===== config.mk =====
export PLATFORM = sky130hd
export DESIGN_NAME = apu_audio_out
export DESIGN_NICKNAME = d
export VERILOG_FILES = /design/src/rtl/apu_audio_out.sv
export SDC_FILE = /design/constraint.sdc
export NUM_CORES = 1
export LEC_CHECK = 0
export CAP_MARGIN = 20
export CORE_MARGIN = 2
export CORE_UTILIZATION = 60
export DETAILED_ROUTE_END_ITERATION = 16
export PLACE_DENSITY = 0.84
export SLEW_MARGIN = 20
export SYNTH_ARGS = -nofsm -noshare
export SYNTH_HDL_FRONTEND = slang
export SYNTH_SLANG_ARGS = --single-unit

===== constraint.sdc =====
create_clock -name clk -period 10 [get_ports clk]
set_input_delay 1.5 -clock clk [delete_from_list [all_inputs] [get_ports clk]]
set_output_delay 1.5 -clock clk [all_outputs]
set_load 0.05 [all_outputs]

===== src/rtl/apu_audio_out.sv =====
`default_nettype none
// ============================================================================
//  Module   : apu_audio_out
//  Purpose  : Stereo audio output stage for the APU. A zero-wait-state
//             AHB-Lite slave accepts packed 16-bit stereo samples into a
//             FIFO. A programmable divider pops one pair per sample period.
//             Each channel feeds a first-order sigma-delta modulator that
//             drives a 1-bit audio pin.
//  Ports    : clk, rst              - clock, synchronous active-high reset
//             ahbls_*               - AHB-Lite slave (haddr[3:2] decoded)
//             irq                   - FIFO-low interrupt (level)
//             audio_l, audio_r      - sigma-delta bitstreams
//  Revision : 1.0 - initial release
// ============================================================================
module apu_audio_out #(
    parameter int DEPTH  = 8,
    parameter int W_ADDR = 16
) (
    input  logic              clk,
    input  logic              rst,
    input  logic [W_ADDR-1:0] ahbls_haddr,
    input  logic [1:0]        ahbls_htrans,
    input  logic              ahbls_hwrite,
    input  logic [2:0]        ahbls_hsize,
    input  logic              ahbls_hready,
    output logic              ahbls_hready_resp,
    output logic              ahbls_hresp,
    input  logic [31:0]       ahbls_hwdata,
    output logic [31:0]       ahbls_hrdata,
    output logic              irq,
    output logic              audio_l,
    output logic              audio_r
);

    localparam int         PTR_W     = (DEPTH > 1) ? $clog2(DEPTH) : 1;
    localparam logic [3:0] DEPTH_LVL = 4'(DEPTH);
    localparam logic [15:0] DIV_RST  = 16'h00ff;

    // Bus data-phase registers
    logic             dp_valid_q, dp_valid_d;
    logic             dp_write_q, dp_write_d;
    logic [1:0]       dp_addr_q,  dp_addr_d;
    // Control/status
    logic             en_q, en_d;
    logic             unf_q, unf_d;
    logic             ovf_q, ovf_d;
    logic             irq_en_q, irq_en_d;
    logic [3:0]       thresh_q, thresh_d;
    logic [15:0]      div_q, div_d;
    logic [15:0]      cnt_q, cnt_d;
    // FIFO bookkeeping
    logic [PTR_W-1:0] rd_ptr_q, rd_ptr_d;
    logic [PTR_W-1:0] wr_ptr_q, wr_ptr_d;
    logic [3:0]       level_q, level_d;
    logic [31:0]      fifo_mem_q [DEPTH];
    // Sample and modulator state
    logic [15:0]      samp_l_q, samp_l_d;
    logic [15:0]      samp_r_q, samp_r_d;
    logic [16:0]      acc_l_q, acc_l_d;
    logic [16:0]      acc_r_q, acc_r_d;
    logic             irq_q, irq_d;

    logic w_wr_csr, w_wr_fifo, w_wr_div;
    logic w_tick, w_pop_ok, w_push_ok, w_unf_set, w_ovf_set;
    logic [31:0] w_head;

    // Bits of the bus that carry no meaning for this slave
    logic unused_bus_bits;
    assign unused_bus_bits = ^{ahbls_hsize, ahbls_haddr[W_ADDR-1:4],
                               ahbls_haddr[1:0], ahbls_htrans[0]};

    assign ahbls_hready_resp = 1'b1;
    assign ahbls_hresp       = 1'b0;
    assign irq               = irq_q;
    assign audio_l           = acc_l_q[16];
    assign audio_r           = acc_r_q[16];
    assign w_head            = fifo_mem_q[rd_ptr_q];

    always_comb begin
        // Address phase capture
        dp_valid_d = ahbls_hready && ahbls_htrans[1];
        dp_write_d = ahbls_hwrite;
        dp_addr_d  = ahbls_haddr[3:2];

        w_wr_csr  = dp_valid_q && dp_write_q && (dp_addr_q == 2'd0);
        w_wr_fifo = dp_valid_q && dp_write_q && (dp_addr_q == 2'd1);
        w_wr_div  = dp_valid_q && dp_write_q && (dp_addr_q == 2'd2);

        // Sample tick and FIFO arbitration: a pop frees a slot for a
        // same-cycle push, so a full FIFO accepts the push when popping.
        w_tick    = en_q && (cnt_q == 16'd0);
        w_pop_ok  = w_tick && (level_q != 4'd0);
        w_unf_set = w_tick && (level_q == 4'd0);
        w_push_ok = w_wr_fifo && ((level_q != DEPTH_LVL) || w_pop_ok);
        w_ovf_set = w_wr_fifo && !w_push_ok;

        rd_ptr_d = w_pop_ok  ? rd_ptr_q + 1'b1 : rd_ptr_q;
        wr_ptr_d = w_push_ok ? wr_ptr_q + 1'b1 : wr_ptr_q;
        case ({w_push_ok, w_pop_ok})
            2'b10:   level_d = level_q + 4'd1;
            2'b01:   level_d = level_q - 4'd1;
            default: level_d = level_q;
        endcase

        // CSR: hardware set takes priority over a same-cycle w1c
        en_d     = w_wr_csr ? ahbls_hwdata[0]     : en_q;
        irq_en_d = w_wr_csr ? ahbls_hwdata[3]     : irq_en_q;
        thresh_d = w_wr_csr ? ahbls_hwdata[19:16] : thresh_q;
        unf_d    = (unf_q & ~(w_wr_csr & ahbls_hwdata[1])) | w_unf_set;
        ovf_d    = (ovf_q & ~(w_wr_csr & ahbls_hwdata[2])) | w_ovf_set;
        div_d    = w_wr_div ? ahbls_hwdata[15:0] : div_q;

        // Divider: held at DIV while disabled; new DIV only seen on reload
        if (!en_q || (cnt_q == 16'd0))
            cnt_d = div_q;
        else
            cnt_d = cnt_q - 16'd1;

        if (!en_q) begin
            samp_l_d = 16'd0;
            samp_r_d = 16'd0;
            acc_l_d  = 17'd0;
            acc_r_d  = 17'd0;
        end else begin
            samp_l_d = w_pop_ok ? w_head[15:0]  : samp_l_q;
            samp_r_d = w_pop_ok ? w_head[31:16] : samp_r_q;
            // Offset-binary input; carry out of the 16-bit sum is the bit
            acc_l_d  = {1'b0, acc_l_q[15:0]} + {1'b0, samp_l_q ^ 16'h8000};
            acc_r_d  = {1'b0, acc_r_q[15:0]} + {1'b0, samp_r_q ^ 16'h8000};
        end

        irq_d = en_q && irq_en_q && (level_q <= thresh_q);
    end

    // Read data is driven straight from state during a read data phase
    always_comb begin
        ahbls_hrdata = 32'd0;
        if (dp_valid_q && !dp_write_q) begin
            case (dp_addr_q)
                2'd0:    ahbls_hrdata = {12'd0, thresh_q, 4'd0, level_q,
                                         4'd0, irq_en_q, ovf_q, unf_q, en_q};
                2'd2:    ahbls_hrdata = {16'd0, div_q};
                default: ahbls_hrdata = 32'd0;
            endcase
        end
    end

    always_ff @(posedge clk) begin
        if (rst) begin
            dp_valid_q <= 1'b0;
            dp_write_q <= 1'b0;
            dp_addr_q  <= 2'd0;
            en_q       <= 1'b0;
            unf_q      <= 1'b0;
            ovf_q      <= 1'b0;
            irq_en_q   <= 1'b0;
            thresh_q   <= 4'd0;
            div_q      <= DIV_RST;
            cnt_q      <= DIV_RST;
            rd_ptr_q   <= '0;
            wr_ptr_q   <= '0;
            level_q    <= 4'd0;
            samp_l_q   <= 16'd0;
            samp_r_q   <= 16'd0;
            acc_l_q    <= 17'd0;
            acc_r_q    <= 17'd0;
            irq_q      <= 1'b0;
        end else begin
            dp_valid_q <= dp_valid_d;
            dp_write_q <= dp_write_d;
            dp_addr_q  <= dp_addr_d;
            en_q       <= en_d;
            unf_q      <= unf_d;
            ovf_q      <= ovf_d;
            irq_en_q   <= irq_en_d;
            thresh_q   <= thresh_d;
            div_q      <= div_d;
            cnt_q      <= cnt_d;
            rd_ptr_q   <= rd_ptr_d;
            wr_ptr_q   <= wr_ptr_d;
            level_q    <= level_d;
            samp_l_q   <= samp_l_d;
            samp_r_q   <= samp_r_d;
            acc_l_q    <= acc_l_d;
            acc_r_q    <= acc_r_d;
            irq_q      <= irq_d;
        end
    end

    // Storage needs no reset: the pointers and level define its contents
    always_ff @(posedge clk) begin
        if (!rst && w_push_ok)
            fifo_mem_q[wr_ptr_q] <= ahbls_hwdata;
    end

endmodule
`default_nettype wire

# Word level (Yosys, flattened, before mapping)
# Memory sizes are Yosys's and may differ from the RTL's. A register that Yosys moved wholly into a read port is not among the register bits.
# Cells that the tools add are included.
# word_totals
regBits,89
mem_bits_rw,256
input_bits,57
output_inout_bits,37
word_cells,73
memories,1
# mem_list
name,depth,word_bits,read_ports,rd_clocked_by_memory_dff,write_ports,line,rtl
fifo_mem_q,8,32,1,1,1,55,logic [31:0] fifo_mem_q [DEPTH];
# classes
add_sub_neg,7
n_lt_le_gt_ge,1
n_eq_ne,5
muxes,6
bitwise,11
n_reduce_logical,26
# ops
op,count
case mux 20 bit (2 select lines),1
adder 16 x 16 -> 17 bit,2
2-to-1 mux 20 bit,1
zero test 16 bit,1
2-to-1 mux 16 bit,1
subtractor 16 x 1 -> 16 bit (second input constant),1
logical AND 1 bit,14
case mux 4 bit (2 select lines),1
adder 3 x 1 -> 3 bit (second input constant),2
NOT 1 bit,5
adder 4 x 1 -> 4 bit (second input constant),1
AND 1 bit,4
== test 2 x 1 -> 1 bit (second input constant),2
== test 2 bit (second input constant),2
<= comparator 4 bit,1
zero test 1 bit,4
zero test 4 bit,1
!= test 4 bit (second input constant),1
nonzero test 4 bit,1
subtractor 4 x 1 -> 4 bit (second input constant),1
zero test 2 bit,1
logical OR 1 bit,2
2-to-1 mux 1 bit,2
OR 1 bit,2
2 further kinds,2

# Logic depth before layout (Yosys ltp)
# Gate-level depths: netlist of run 1.
# logic_depth
ltp_word,8
mapped_depth,12
ltp_nobuf,12

# Worst setup path before layout of run 1
# Ideal clock, no wire load.
# synth_path
path_type,input -> register
start,input port rst
end,"memory fifo_mem_q[0][0], enable pin"
setup_ns,0.513
arrival_ns,5.209
required_ns,9.487
setup_slack_ns,4.278
cell_stages,3
path_buffers,1
cell_sequence,clkbuf_1 nor2_1 nor4b_1
# synth_via
elab_chain_cells,4
# synth_lines
element,line,rtl
from (decl),20,"input logic rst,"
zero test 1 bit,192,if (!rst && w_push_ok)
logical AND 1 bit,192,
2-to-1 mux 1 bit,192,
2-to-1 mux 1 bit (not written as such),193,fifo_mem_q[wr_ptr_q] <= ahbls_hwdata;
to (decl),55,
# Every way passes these cells.

# Worst setup path after layout of run 1
# layout_path
start,register dp_addr_q[1]
end,output port ahbls_hrdata[1]
# layout_via
elab_chain_cells,3
elab_cells_between_ends,4
cone_classes,eq/ne: 1; mux: 2; reduce/logical: 1
# layout_lines
element,line,rtl
from (decl),42,"logic [1:0] dp_addr_q, dp_addr_d;"
from (signal assigned),171,dp_addr_q <= dp_addr_d;
== test 2 bit or zero test 2 bit (tied branches),139,case (dp_addr_q)
case mux 20 bit (2 select lines) (*),139,
2-to-1 mux 20 bit (*),138,if (dp_valid_q && !dp_write_q) begin
to (decl),29,"output logic [31:0] ahbls_hrdata,"
# Every way passes the cells marked *; elsewhere a longest branch is shown, timed or not.

==> flow_summary.toml, run 1 <==
[global_routing]
antenna_found_initial = 0
grt_pass1_vias = 9834
grt_pass1_wl_um = 53300
gr-usage-all-layers_pct = 24.3
overflow = 0
grt_max_degree = 67

[critical_path]
startpoint_type = "register"
cp_max_fo = 25
regToRegSetupSlack_ps = 6400
cp.required_ps = 8500
worstPathArrival_ps = 2640
endpoint_kind = "output pin"
criticalPathCategory = "reg -> out"

[sta]
setup_tns_ps = 0
slew_violations = 0
period_needed_ps = 4140
fmax_ghz = 0.242
worst_pin_slew_ps = 961
setup_viol = 0
hold_viol = 0
setup_ws_ps = 5860
rsz0062_at_grt = "no"
relSlewSlack_pct = 35.8
min_period_over_period_pct = 41.4
clock_skew_ps = 16.8

[final_layout]
final_util_pct = 69.6
drive_gt1_share_pct = 13.4
fin_nets = 1301
num_antenna_cells = 0
layoutNonFillerInstCount = 1563
syn_to_final_growth_pct = 13.3

[cts]
clkSinkCount = 377
cts_resized = 0
clk_pin_slew_worst_paths_ps = 60
clock_path_buffers = 3
cts-root-buf = "clkbuf_16"
clock_latency_ps = 520
cts_setup_buffers = 0
hold_buffers = 0
cts_buffers = 38
h-tree-depth = 2
cts_tree = "done"

[logic_synthesis]
ys_types = 65
synthArstFlopShare_pct = 0
ys_seq_area_share_pct = 62.8
synth_top_cell_by_area = "edfxtp_1"
syn_area_per_cell_um2 = 14.1
ys_warn_count = 0
synth_top_flop_cell = "edfxtp_1"
yosys-top-cells-area = "edfxtp_1 (48%), dfxtp_1 (15%), mux4_2 (9.0%)"
synthCells = 1138
synth_edf_count = 256
post-synth-top-area-fraction_pct = 47.8
mappedNetlistArea_um2 = 16100
synth_seq_cells = 377

[floorplanning]
core_um2 = 26200
dieHeight_um = 168
fp-row-count = 59
start_util_pct = 61.4
fp.dieArea_um2 = 28100
die_w_um = 168
ios = 94

[placement]
dp.cells = 1493
place.port_buffers = 61
routabilityCongestion = 0.844
dpl.hpwl_um = 20500
place_ws_ps = 6100

[routing]
routed_wl_um = 34100
routed_via_density = 6.33
drt-pass1-iter-count = 4
vias = 9897
wl_per_cell_um = 21.8
remaining_drc_errors = 0
first_iter_violations = 955
postRouteAntennaNets = 0

[flow_run]
drv_cap = 0

[pwr]
switchingPower_uw = 618
cellLeakagePower_nw = 6.09
clkPwrFrac_pct = 44.5
powerDensity_nw_per_um2 = 171
power_frac_comb_pct = 1.9
power_mw = 3.11
netSwitchingFraction_pct = 19.9
p_seq_share_pct = 53.6
p_int_mw = 2.49
vdd_drop_max_mv = 0.143

[hold_path]
min_path_type = "reg -> reg"

[run_status]
outcome = "completed"
[worst max-delay path: stages, from the launching register on]
cell             delay, ps
dfxtp_1                950
mux2i_1                210
nor2_1                 140
clkdlybuf4s50_1        820
[logic make-up after synthesis]
group                    share of synthesized area, %
flip-flops                                       62.8
AND/OR/NAND/NOR                                  9.22
AO/OA/AOI/OAI                                    7.67
multiplexers                                     12.1
buffers and inverters                            2.54
adder cells (fa/ha/maj)                          3.64
XOR/XNOR                                         1.91
other                                          0.0467
[synthesized netlist by cell type, types with 3 or more instances]
cell,instances
nand4b_1,5
xor2_1,20
nand3_1,11
o22ai_1,4
nand2_1,70
xnor2_1,15
a21oi_1,38
edfxtp_1,256
inv_1,15
nor2_1,113
a211o_1,8
clkbuf_1,33
mux4_2,64
a211oi_1,44
nand3b_1,11
nor4_1,8
nor3_1,17
o211ai_1,8
o21ai_0,20
a31oi_1,7
nand2b_1,7
buf_1,6
nor2b_1,10
nand4_1,6
and3_1,14
o21a_1,9
and2_1,7
o311ai_0,6
ha_1,42
dfxtp_1,121
fa_1,3
a21o_1,15
mux2i_1,51
and4b_1,3
buf_2,15
buf_4,16
[power groups by stage]
stage                     sequential (mW)  clock [mW]  combinational (mW)
final                                1.67        1.39              0.0586
after detailed placement             1.70           0              0.0575
after global placement               1.70           0              0.0556
after global routing                 1.67        1.46              0.0619
after CTS                            1.67        1.40              0.0578
after floorplan                      1.70           0              0.0300
[cells in the final DEF, fill, tap and decap left out, types with 18 or more instances in the layout]
cell type / count
dfxtp_1: 118
a211oi_1: 44
mux2i_1: 51
ha_1: 42
edfxtp_1: 256
nand2_1: 70
a21oi_1: 38
clkdlybuf4s50_1: 60
clkbuf_16: 39
buf_4: 18
mux4_2: 64
o21ai_0: 20
xor2_1: 20
nor2_1: 111
[cell type report]
type                            instances  area [um2]
Sequential cell                       377       10100
Inverter                               15        56.3
Timing Repair Buffer                   80         752
Multi-Input combinational cell        687        5670
Clock buffer                           56        1090
Tap cell                              335         419
Clock inverter                         13         129
Fill cell                            1638        7970
[through the flow]
step | hold slack [ps] | instance area [um2]
after CTS | 491 | 18200
after detailed placement | 475 | 17000
after floorplan | 445 | 16100
after global placement | 476 | 17000
final | 496 | 18200
after global routing | 512 | 18200
[flip-flops by register name, summed over array words and instances (netlist names)]
signal,count
acc_l_q,17
acc_r_q,17
cnt_q,16
div_q,16
dp_addr_q,2
dp_valid_q,1
dp_write_q,1
en_q,1
fifo_mem_q,256
irq,1
irq_en_q,1
level_q,4
ovf_q,1
rd_ptr_q,3
samp_l_q,16
samp_r_q,16
thresh_q,4
unf_q,1
wr_ptr_q,3
[per-layer routing]
layer  GRT usage (%)  up-vias  part of all wire [%]
li1                -     4468                     -
met1            31.8     4933                    40
met2            41.3      409                    49
met3            4.56       87                   7.5
met4            8.47        0                   3.1
met5               0        -                     0
[path summary, 6_finish.rpt]
kind	start	cells after the start	end
max	dp_addr_q[1]$_SDFF_PP0_	3	ahbls_hrdata[1]
min	div_q[12]$_SDFFE_PP0P_	2	div_q[12]$_SDFFE_PP0P_
max reg2reg	cnt_q[2]$_SDFF_PP1_	6	fifo_mem_q[2][12]$_DFFE_PP_
min reg2reg	div_q[12]$_SDFFE_PP0P_	2	div_q[12]$_SDFFE_PP0P_
No activity file was read; power rests on OpenSTA's default activity.
==> run 2: changes to the inputs <==
--- a/config.mk
+++ b/config.mk
@@ -7,9 +7,9 @@
 export LEC_CHECK = 0
 export CAP_MARGIN = 20
 export CORE_MARGIN = 2
-export CORE_UTILIZATION = 60
+export CORE_UTILIZATION = 54
 export DETAILED_ROUTE_END_ITERATION = 16
-export PLACE_DENSITY = 0.84
+export PLACE_DENSITY = 0.8
 export SLEW_MARGIN = 20
 export SYNTH_ARGS = -nofsm -noshare
 export SYNTH_HDL_FRONTEND = slang
==> constraint.sdc (replaced) <==
create_clock -name clk -period 3.67 [get_ports clk]
set_input_delay 0.5505 -clock clk [delete_from_list [all_inputs] [get_ports clk]]
set_output_delay 0.5505 -clock clk [all_outputs]
set_load 0.05 [all_outputs]
==> run 2 against run 1 <==
Net effect: register-to-register slack got worse by 5900 ps; critical path depth increased by 6; hold slack got worse by 26 ps; global-route usage decreased by 2.9 points; sequential power increased to 2.7 times the previous value; combinational power increased to 2.8 times the previous value; utilization decreased by 7.0 points.
==> flow_summary.toml, run 2 (synthesis gave the netlist of run 1 again) <==
[flow_run]
drv_cap = 0

[floorplanning]
die_w_um = 177
fp-row-count = 63
dieHeight_um = 177
start_util_pct = 54.6
fp.dieArea_um2 = 31200
ios = 94
core_um2 = 29500

[final_layout]
mostFrequentLayoutCells = "edfxtp_1 (256), dfxtp_1 (118), nor2_1 (111), nand2_1 (70), mux4_2 (64)"
area.sequential_um2 = 10100
drive_gt1_share_pct = 14.2
final_common_cell = "edfxtp_1"
nFillCells = 2118
fin_nets = 1313
reg_top3 = "fifo_mem_q: 256 flops, acc_l_q: 17 flops, acc_r_q: 17 flops"
top_register = "fifo_mem_q"
multi_input_area_um2 = 5700
design_area_um2 = 18500
layoutNonFillerInstCount = 1633
syn_to_final_growth_pct = 14.7
largest_register_ffs = 256

[placement]
routabilityCongestion = 0.836
dp.cells = 1560
place_ws_ps = 544
placed_area_um2 = 17200
dpl.hpwl_um = 20700
place.port_buffers = 61

[routing]
remaining_drc_errors = 0
routed_wl_um = 33000
routed_via_density = 5.96
drt-pass1-iter-count = 5
wl_per_cell_um = 20.2
postRouteAntennaNets = 0
first_iter_violations = 975
vias = 9736

[critical_path]
endpoint_kind = "register"
regToRegSetupSlack_ps = 480
criticalPathCategory = "reg -> reg"
cp.required_ps = 4140
cp_max_fo = 12
reg2regPathDepth = 9
r2r_end = "level_q[1]$_SDFFE_PP0P_"
worstPathArrival_ps = 3660
startpoint_type = "register"
r2r-start = "cnt_q[2]$_SDFF_PP1_"

[sta]
fmax_ghz = 0.314
setup_ws_ps = 483
setup_viol = 0
period_needed_ps = 3190
relSlewSlack_pct = 37.1
min_period_over_period_pct = 86.9
worst_pin_slew_ps = 938
slew_violations = 0
rsz0062_at_grt = "no"
hold_viol = 0
clock_skew_ps = 12.5

[cts]
cts_buffers = 39
clock_latency_ps = 530
cts_tree = "done"
h-tree-depth = 2
clkSinkCount = 377
hold_buffers = 0
cts_resized = 0
cts_setup_buffers = 0
cts-root-buf = "clkbuf_16"
clk_pin_slew_worst_paths_ps = 60
clock_path_buffers = 3

[hold_path]
hold_depth = 2
hold_start = "div_q[13]$_SDFFE_PP0P_"
min_path_type = "reg -> reg"
min_to = "div_q[13]$_SDFFE_PP0P_"

[global_routing]
antenna_found_initial = 1
grt_max_degree = 67
grt_pass1_vias = 9652
grt_pass1_wl_um = 52000
gr-usage-all-layers_pct = 21.4
overflow = 0

[pwr]
powerDensity_nw_per_um2 = 462
cellLeakagePower_nw = 6.16
power_mw = 8.53
vdd_drop_max_mv = 0.368

[run_status]
outcome = "completed"
-- run 2: cell types whose count changed in the layout (fill, tap and decap cells not counted), sizes merged --
cell	change
clkinv	+2
clkbuf	+3
inv	-1
diode	+1
buf	+11
clkinvlp	-1
-- run 2: through the flow --
stage	hold slack [ps]	utilization [%]	TNS, ps
6_report	469	62.6	0
5_1_grt	481	62.6	0
3_3_place_gp	458	58.4	0
3_5_place_dp	461	58.4	0
4_1_cts	469	62.6	0
2_1_floorplan	445	-	-27710
-- run 2: how the worst max path moves through the flow --
stage                                  end  depth (start not counted)  slack (ps)                 from
2_1_floorplan   fifo_mem_q[2][0]$_DFFE_PP_                          6        -430  cnt_q[2]$_SDFF_PP1_
3_3_place_gp       level_q[1]$_SDFFE_PP0P_                          9         600  cnt_q[2]$_SDFF_PP1_
3_5_place_dp   fifo_mem_q[4][28]$_DFFE_PP_                          6         540  cnt_q[2]$_SDFF_PP1_
4_1_cts            level_q[1]$_SDFFE_PP0P_                          9         530  cnt_q[2]$_SDFF_PP1_
5_1_grt            level_q[1]$_SDFFE_PP0P_                          9         270  cnt_q[2]$_SDFF_PP1_
6_report           level_q[1]$_SDFFE_PP0P_                          9         480  cnt_q[2]$_SDFF_PP1_
-- run 2: report_power, final --
| group | internal, mW | switching [mW] | leakage (nW) |
|---|---|---|---|
| Clock | 2.22 | 1.60 | 0.604 |
| Sequential | 4.53 | 0.00527 | 3.28 |
| Combinational | 0.0527 | 0.114 | 2.28 |
-- run 2: per-layer routing --
| metal | up-vias | routed length, um | GRT usage [%] |
|---|---|---|---|
| li1 | 4493 | - | - |
| met1 | 4872 | 13800 | 28.5 |
| met2 | 306 | 16600 | 37.0 |
| met3 | 65 | 1770 | 2.63 |
| met4 | 0 | 803 | 6.58 |
| met5 | - | 0 | 0 |
-- run 2: worst max-delay path, cell delays in order, from the launching register on --
cell and delay, ps:
dfxtp_1 360, nor4_4 630, nand4_2 190, or4_4 550
fa_1 430, or2_2 340, and3_1 190, a31oi_1 170
o311ai_0 150, nor2_1 120
-- run 2: cell type report --
type,count,share of cell area [%]
clock buffers,59,5.91
repair buffers,91,4.57
inverters,15,0.305
well taps,390,2.64
flip-flops and latches,377,54.8
clock inverters,13,0.847
multi-input cells,687,30.9
diodes,1,0.0136
